**config.mk**
```make
export PLATFORM = sky130hd
export DESIGN_NAME = control_sequencer
export DESIGN_NICKNAME = d
export VERILOG_FILES = /design/src/rtl/control_sequencer.sv
export SDC_FILE = /design/constraint.sdc
export NUM_CORES = 1
export LEC_CHECK = 0
export ABC_CLOCK_PERIOD_IN_PS = 4200
export BUFFER_PORTS_ARGS = -buffer_cell sky130_fd_sc_hd__buf_2
export CAP_MARGIN = 20
export CORE_ASPECT_RATIO = 1.1
export CORE_UTILIZATION = 45
export CTS_CLUSTER_DIAMETER = 60
export DETAILED_ROUTE_END_ITERATION = 6
export GPL_TIMING_DRIVEN = 0
export MAX_ROUTING_LAYER = met4
export PLACE_DENSITY = 0.82
export SYNTH_ARGS = -nofsm -noshare
export SYNTH_HDL_FRONTEND = slang
export SYNTH_SLANG_ARGS = --single-unit
```
**constraint.sdc**
```tcl
create_clock -name clk -period 4.2 [get_ports clk]
set_input_delay 0.42 -clock clk [delete_from_list [all_inputs] [get_ports clk]]
set_output_delay 0.42 -clock clk [all_outputs]
set_load 0.02 [all_outputs]
```
**src/rtl/control_sequencer.sv**
```systemverilog
// Issue sequencer: accepts fetch opcodes, drives the control-word mux selector and
// registers the selected word into a one-deep output stage with jump flush and halt.
//
// state  | meaning
// -------+-----------------------------------------------------------
// RUN    | issuing; blocked only by halt or a full, undrained slot
// FLUSH  | post-jump no-issue window, flush_cnt counts down to 1
// HALTED | issue stopped until halt drops
module control_sequencer #(
    parameter int              OPCODE_W     = 4,
    parameter int              CW_W         = 55,
    parameter int              FLUSH_CYCLES = 2,
    parameter logic [OPCODE_W-1:0] JUMP_OP  = 4'hF,
    parameter logic [OPCODE_W-1:0] NULL_OP  = 4'h0
) (
    input  logic                clk,
    input  logic                rst,
    input  logic                instr_valid,
    input  logic [OPCODE_W-1:0] instr_opcode,
    output logic                instr_ready,
    output logic [OPCODE_W-1:0] selector,
    input  logic [CW_W-1:0]     selected_word,
    output logic [CW_W-1:0]     control_word,
    output logic                cw_valid,
    input  logic                dp_ready,
    input  logic                halt,
    output logic                halted,
    output logic [15:0]         issued_count
);

    typedef enum logic [1:0] {RUN, FLUSH, HALTED} state_t;

    localparam logic [3:0] FLUSH_LOAD = 4'(FLUSH_CYCLES);

    state_t     state;
    logic [3:0] flush_cnt;
    logic       slot_free;
    logic       accept;

    assign slot_free   = !cw_valid || dp_ready;
    assign instr_ready = (state == RUN) && !halt && slot_free;
    assign accept      = instr_valid && instr_ready;
    // Selector depends only on the handshake, never on selected_word, to avoid a loop.
    assign selector    = accept ? instr_opcode : NULL_OP;

    always_ff @(posedge clk or posedge rst) begin
        if (rst) begin
            state        <= RUN;
            flush_cnt    <= 4'd0;
            control_word <= '0;
            cw_valid     <= 1'b0;
            issued_count <= 16'd0;
            halted       <= 1'b0;
        end else begin
            if (accept) begin
                control_word <= selected_word;
                cw_valid     <= 1'b1;
                issued_count <= issued_count + 16'd1;
            end else if (cw_valid && dp_ready) begin
                cw_valid <= 1'b0;
            end

            case (state)
                RUN: begin
                    if (accept && instr_opcode == JUMP_OP) begin
                        state     <= FLUSH;
                        flush_cnt <= FLUSH_LOAD;
                    end else if (halt && !cw_valid) begin
                        state  <= HALTED;
                        halted <= 1'b1;
                    end
                end
                FLUSH: begin
                    flush_cnt <= flush_cnt - 4'd1;
                    if (flush_cnt == 4'd1) begin
                        state <= RUN;
                    end
                end
                HALTED: begin
                    if (!halt) begin
                        state  <= RUN;
                        halted <= 1'b0;
                    end
                end
                default: begin
                    state  <= RUN;
                    halted <= 1'b0;
                end
            endcase
        end
    end

endmodule

```
==> metrics, run 1 <==
status=completed; Post-DRT Antenna Nets=0; hold buffers post-CTS=0; Reg power frac=47.2%; sequential share of the synthesized area=61.2%; most frequent cells in the layout=nand2_1, buf_2, dfrtp_1, xnor2_1, clkbuf_8; unrepaired setup endpoints after global routing=no; root buf cell=clkbuf_8; Layout area overhead=32.1%; synth top area cells=dfrtp_1, nand2_1, xnor2_1, buf_2, nand3_1; CP required=3780 ps; Syn Inst Count=339; Final Max Slew Viols=0; Max clock buf depth=2; Synth Area in Compound Gates=1.82%; DRC=0; FF+latch area=0.00198 sq mm; Critical Path Source Type=register; Multi-input gate area=0.00115 sq mm; WP data arrival=2420 ps; vias per cell=4.81; Port Buffer Count=141; largest net degree at the start of global routing=44; final wirelength=7440 microns; Final Net Count=560; Core Box Area=0.00697 sq mm; mux share of post-synthesis cell area=0%; Yosys cell types=28; hold crit path type=in2async; die width=82.8 microns; H-tree levels=3; number of global-route vias before repair=2813; P_int=1400 uW; actual slew at the worst max-slew pin=512 ps; CP Capture Type=primary output; Cell Pwr Density=500 mW/mm^2; DR pass1 iterations=6; Fin. Hold Viols=0; Worst-path clk slew=80 ps; gpl congestion=0.771; Setup Fix Bufs, Post-CTS=0; Die ar.=0.00752 sq mm; switching part of the total=34.4%; skew final=10.6 ps; Filler Cell Count=676; detailed placement HPWL=5540 microns; via count=2797; # diodes=0; Max Cap Violations=0; first-pass GRT wire length=12500 microns; Ys Warns=0; worst-path maximum fanout=10; relative slew slack=65.8%; Final period util=67.7%; endpoints failing setup=0; Lkg Pwr=0.00245 uW; later-pin clock latency in the skew report=340 ps; Die Span Y=90.9 microns; share of synthesized cell area in full adder, half adder and majority cells=1.16%; cts bufs inserted=9; reg-to-reg startpoint=state[0]$_DFFE_PP0P_; peak supply drop=0.000279 V; CTS tree=yes; Synth Area in Simple Gates=27.9%; main combinational cell family by area after synthesis=simple AND/OR/NAND/NOR gates; Fmax achieved=352 MHz; post-synth top area share=61.2%; Resized cells post-CTS=0; total grt overflow=0; Worst Setup Path Type=reg2out; I/O Pins=142; utilization after layout=61.3%; Worst Setup SP=state[0]$_DFFE_PP0P_; num rows=32; clock share of power=26.0%; GRT Resource Usage Total=21.4%; commonest non-fill, non-tap cell in the layout=nand2_1; 1st-iter DRT viols=114; post-synth top area cell=dfrtp_1; CTS Sinks=79; antenna violations before repair=0; Syn Nets=406; effective utilization at floorplan=46.4%; flop and latch count out of synthesis=79; XOR/XNOR share of the synthesized area=4.61%; proportion of layout cells with a drive suffix above 1=35.4%; Post-Syn Area per Cell=9.53 sq um; Gate power share=26.8%; TNS Setup=0 ps; post-layout min period=2840 ps; Post-Syn Area=0.00323 sq mm; Net Sw Power=735 uW; drt wl/cell=12.8 microns
-- power by group through the flow --
stage	combinational (uW)	clock (uW)	sequential, uW
after global placement	562	0	1010
after CTS	580	572	1010
after detailed placement	579	0	1020
final	572	555	1010
after floorplan	174	0	1190
after global routing	626	608	1030
-- through the flow --
step / instance area [sq um] / hold WS [ps] / std cells / power [uW] / worst slack [ps]
floorplan: 3230 / 482 / 339 / 1360 / 1760
global placement: 4040 / 452 / 565 / 1570 / 950
detailed placement: 4070 / 456 / 566 / 1600 / 1710
CTS: 4260 / 103 / 581 / 2160 / 1360
global route: 4270 / 120 / 582 / 2260 / 1190
finish: 4270 / 98.9 / 582 / 2130 / 1360
-- logic make-up (layout without fill, tap and decap cells) --
logic type | count (synthesis) | after routing
DFF | 79 | 79
AOI/OAI and AO/OA | 8 | 8
adders and majority gates | 3 | 3
buffers and inverters | 18 | 176
xor gates and xnor gates | 17 | 17
and+or+nand+nor | 214 | 214
-- final cells by class --
| class | instances | area share (%) |
|---|---|---|
| Timing Repair Buffer | 143 | 17.1 |
| Buffer | 13 | 2.11 |
| Multi-Input combinational cell | 242 | 26.9 |
| Sequential cell | 79 | 46.3 |
| Inverter | 5 | 0.498 |
| Clock buffer | 10 | 3.22 |
| Clock inverter | 5 | 1.38 |
| Tap cell | 85 | 2.49 |
-- synth_stat cells (all sizes together) --
cell type,count
nand2,175
dfrtp,79
xnor2,14
buf,13
nand3,9
nor2,9
inv,5
and2,3
ha,3
nand2b,3
nand4,3
nor3,3
xor2,3
a21oi,2
and4,2
nor4,2
o31ai,2
a211o,1
a21bo,1
a21boi,1
and3,1
nor2b,1
nor4b,1
o21a,1
or2,1
or4b,1
-- registers in the layout, summed over array words and instances, names as in the netlist --
signal and flops:
issued_count 16, cw_valid 1, flush_cnt 4, halted 1, control_word 55, state 2
-- worst max-delay path, stage by stage, from the launching register on --
cell and delay (ps):
dfrtp_1 470, or4b_4 610, nor2_1 400, buf_2 320, and2_1 150, buf_2 150
-- path summary, 6_finish.rpt --
kind,to,slack [ps],depth (start not counted)
setup reg to reg,issued_count[2]$_DFFE_PP0N_,2070,5
setup / recovery,selector[2],1360,5
hold / removal,control_word[3]$_DFFE_PP0N_,100,2
hold reg to reg,control_word[2]$_DFFE_PP0N_,470,2
max in group asynchronous,flush_cnt[2]$_DFFE_PP0P_,3520,3
min in group clk,control_word[29]$_DFFE_PP0N_,270,3
-- routing by layer --
| layer | wire, microns | vias to the layer above | GRT usage, % |
|---|---|---|---|
| met2 | 3880 | 92 | 36.4 |
| met5 | 0 | - | - |
| li1 | - | 1364 | - |
| met4 | 99 | 0 | 7.90 |
| met3 | 394 | 12 | 3.66 |
| met1 | 3060 | 1329 | 25.6 |
(Power assumes the default switching activity.)
==> run 2: changes to the inputs <==
- ABC_CLOCK_PERIOD_IN_PS: 4200 -> 2500
- CORE_UTILIZATION: 45 -> 42
- PLACE_DENSITY: 0.82 -> 0.8
- clock period: 4.2 -> 2.5 ns (I/O delays scaled with it)
==> run 2 against run 1 <==
Against the previous run: utilization decreased by 3.1 points; clock power increased by 80%; clock-buffer cell count decreased by 1; combinational power increased by 70%; wire length decreased by 0.44%; largest cell class unchanged; cell area increased by 1.8%; hold slack got worse by 5.3 ps; global-route usage decreased by 1.8 points; flip-flop and latch count unchanged; critical endpoint is now selector[1]; clock skew increased by 1.5 ps; register-to-register slack got worse by 1500 ps.
==> metrics, run 2 (synthesis results as in run 1) <==
status=completed; root buf cell=clkbuf_8; Post-DRT Antenna Nets=0 (unchanged); DRC=0 (unchanged); actual slew at the worst max-slew pin=510 ps (-2.42 ps); TNS Setup=0 ps (unchanged); DR pass1 iterations=4 (-2); Largest Register=control_word; skew final=12.1 ps (+1.55 ps); vias per cell=4.55 (-5.3%); unrepaired setup endpoints after global routing=no; drt wl/cell=12.2 microns (-4.2%); via count=2752 (-1.6%); hold crit path type=in2reg; gpl congestion=0.702 (-9.0%); Fin. Hold Viols=0 (unchanged); num rows=33 (+3.1%); placed cell count=586 (+3.5%); WP data arrival=2190 ps (-230 ps); Worst Setup Path Type=reg2out; peak supply drop=0.000427 V (+53%); worst-path maximum fanout=10 (unchanged); first-pass GRT wire length=11800 microns (-5.4%); antenna violations before repair=0 (unchanged); GRT Resource Usage Total=19.6% (-1.8 points); Fmax achieved=410 MHz; Die Span Y=94 microns (+3.4%); Final Max Slew Viols=0 (unchanged); effective utilization at floorplan=43.2% (-3.1 points); 1st-iter DRT viols=62 (-46%); Final Net Count=563 (+0.54%); final wirelength=7410 microns (-0.44%); largest net degree at the start of global routing=55 (+25%); Critical Path Source Type=register; H-tree levels=3 (unchanged); Lkg Pwr=0.00248 uW (+1.0%); Filler Cell Count=639 (-5.5%); biggest regs=control_word x55, issued_count x16, flush_cnt x4; Core Box Area=0.00747 sq mm (+7.3%); commonest non-fill, non-tap cell in the layout=nand2_1; relative slew slack=66.0% (+0.16 points); final std cells w/o fill=605 (+4.0%); post-layout min period=2440 ps; CP required=2250 ps (-1530 ps); # diodes=0 (unchanged); die width=85.6 microns (+3.4%); I/O Pins=142 (unchanged); Port Buffer Count=141 (unchanged); CTS tree=yes; Cell Pwr Density=843 mW/mm^2 (+69%); Max clock buf depth=2 (unchanged); detailed placement HPWL=5450 microns (-1.7%); cts bufs inserted=9 (unchanged); CP Capture Type=primary output; CTS Sinks=79 (unchanged); number of global-route vias before repair=2667 (-5.2%); most frequent cells in the layout=nand2_1, buf_2, dfrtp_1, xnor2_1; utilization after layout=58.2% (-3.1 points); Final period util=97.5%; number of flip-flops under the largest register name=55 (unchanged); Max Cap Violations=0 (unchanged); Worst-path clk slew=80 ps (about the same); Die ar.=0.00805 sq mm (+7.0%); later-pin clock latency in the skew report=340 ps (about the same); proportion of layout cells with a drive suffix above 1=36.2% (+0.79 points); endpoints failing setup=0 (unchanged); total grt overflow=0 (unchanged); Layout area overhead=34.5%
## run 2: changes by cell type in the layout (fill, tap and decap cells not counted), sizes merged
cell         previous run  this run
clkinvlp                2         1
buf                   156       157
clkinv                  2         3
bufinv                  1         2
dlygate4sd3             0         1
## run 2: final timing paths
check | start | end | slack [ps] | cells past startpoint
hold / removal | selected_word[37] | control_word[37]$_DFFE_PP0N_ | 90 | 3
setup reg to reg | state[0]$_DFFE_PP0P_ | control_word[40]$_DFFE_PP0N_ | 610 | 7
hold reg to reg | control_word[45]$_DFFE_PP0N_ | control_word[45]$_DFFE_PP0N_ | 470 | 2
setup / recovery | state[0]$_DFFE_PP0P_ | selector[1] | 60 | 6
min in group asynchronous | rst | control_word[0]$_DFFE_PP0N_ | 440 | 3
max in group asynchronous | rst | control_word[24]$_DFFE_PP0N_ | 1490 | 4
## run 2: through the flow
step	hold slack (ps)	cell area (sq um)	power [uW]	setup WS (ps)
after floorplan	355	3230	2290	227
after global placement	438	4070	2640	-578
after detailed placement	253	4100	2690	251
after CTS	78.1	4340	3710	35.1
after global routing	83.9	4350	3860	5.93
final	93.6	4350	3660	61.3
## run 2: final cells by class
class	count	area (sq um)	area share (%)
timing repair buffer	146	763	17.6
clock inverter	6	86.3	1.99
sequential	79	1980	45.5
buffer	13	92.6	2.13
tap	105	131	3.02
clock buffer	9	124	2.85
multi-input combinational	242	1150	26.4
inverter	5	21.3	0.489
## run 2: critical path: stages (launching register included)
cell and delay (ps):
dfrtp_2 420, or4b_4 580, or2_1 240, buf_6 130, buf_2 190, nor2_1 110, buf_2 180
## run 2: power breakdown
group	total, uW	leakage [uW]	switching, uW	internal (uW)
clock network	1000	0.000105	448	555
logic	971	0.00138	621	349
registers	1690	0.000992	164	1530
## run 2: repair_timing
item	CTS	global route
hold buffers	1	0
endpoints found under the setup margin	4	2
hold endpoints to repair	25	0
resized for setup	3	1
buffers inserted	2	0
## run 2: per-layer routing
| layer | GRT usage [%] | vias up | part of all wire [%] | routed length [microns] |
|---|---|---|---|---|
| met1 | 23.1 | 1285 | 44 | 3270 |
| met4 | 9.03 | 0 | 2.2 | 164 |
| li1 | - | 1370 | - | - |
| met5 | - | - | 0 | 0 |
| met2 | 32.9 | 85 | 50 | 3680 |
| met3 | 3.25 | 12 | 4.0 | 296 |
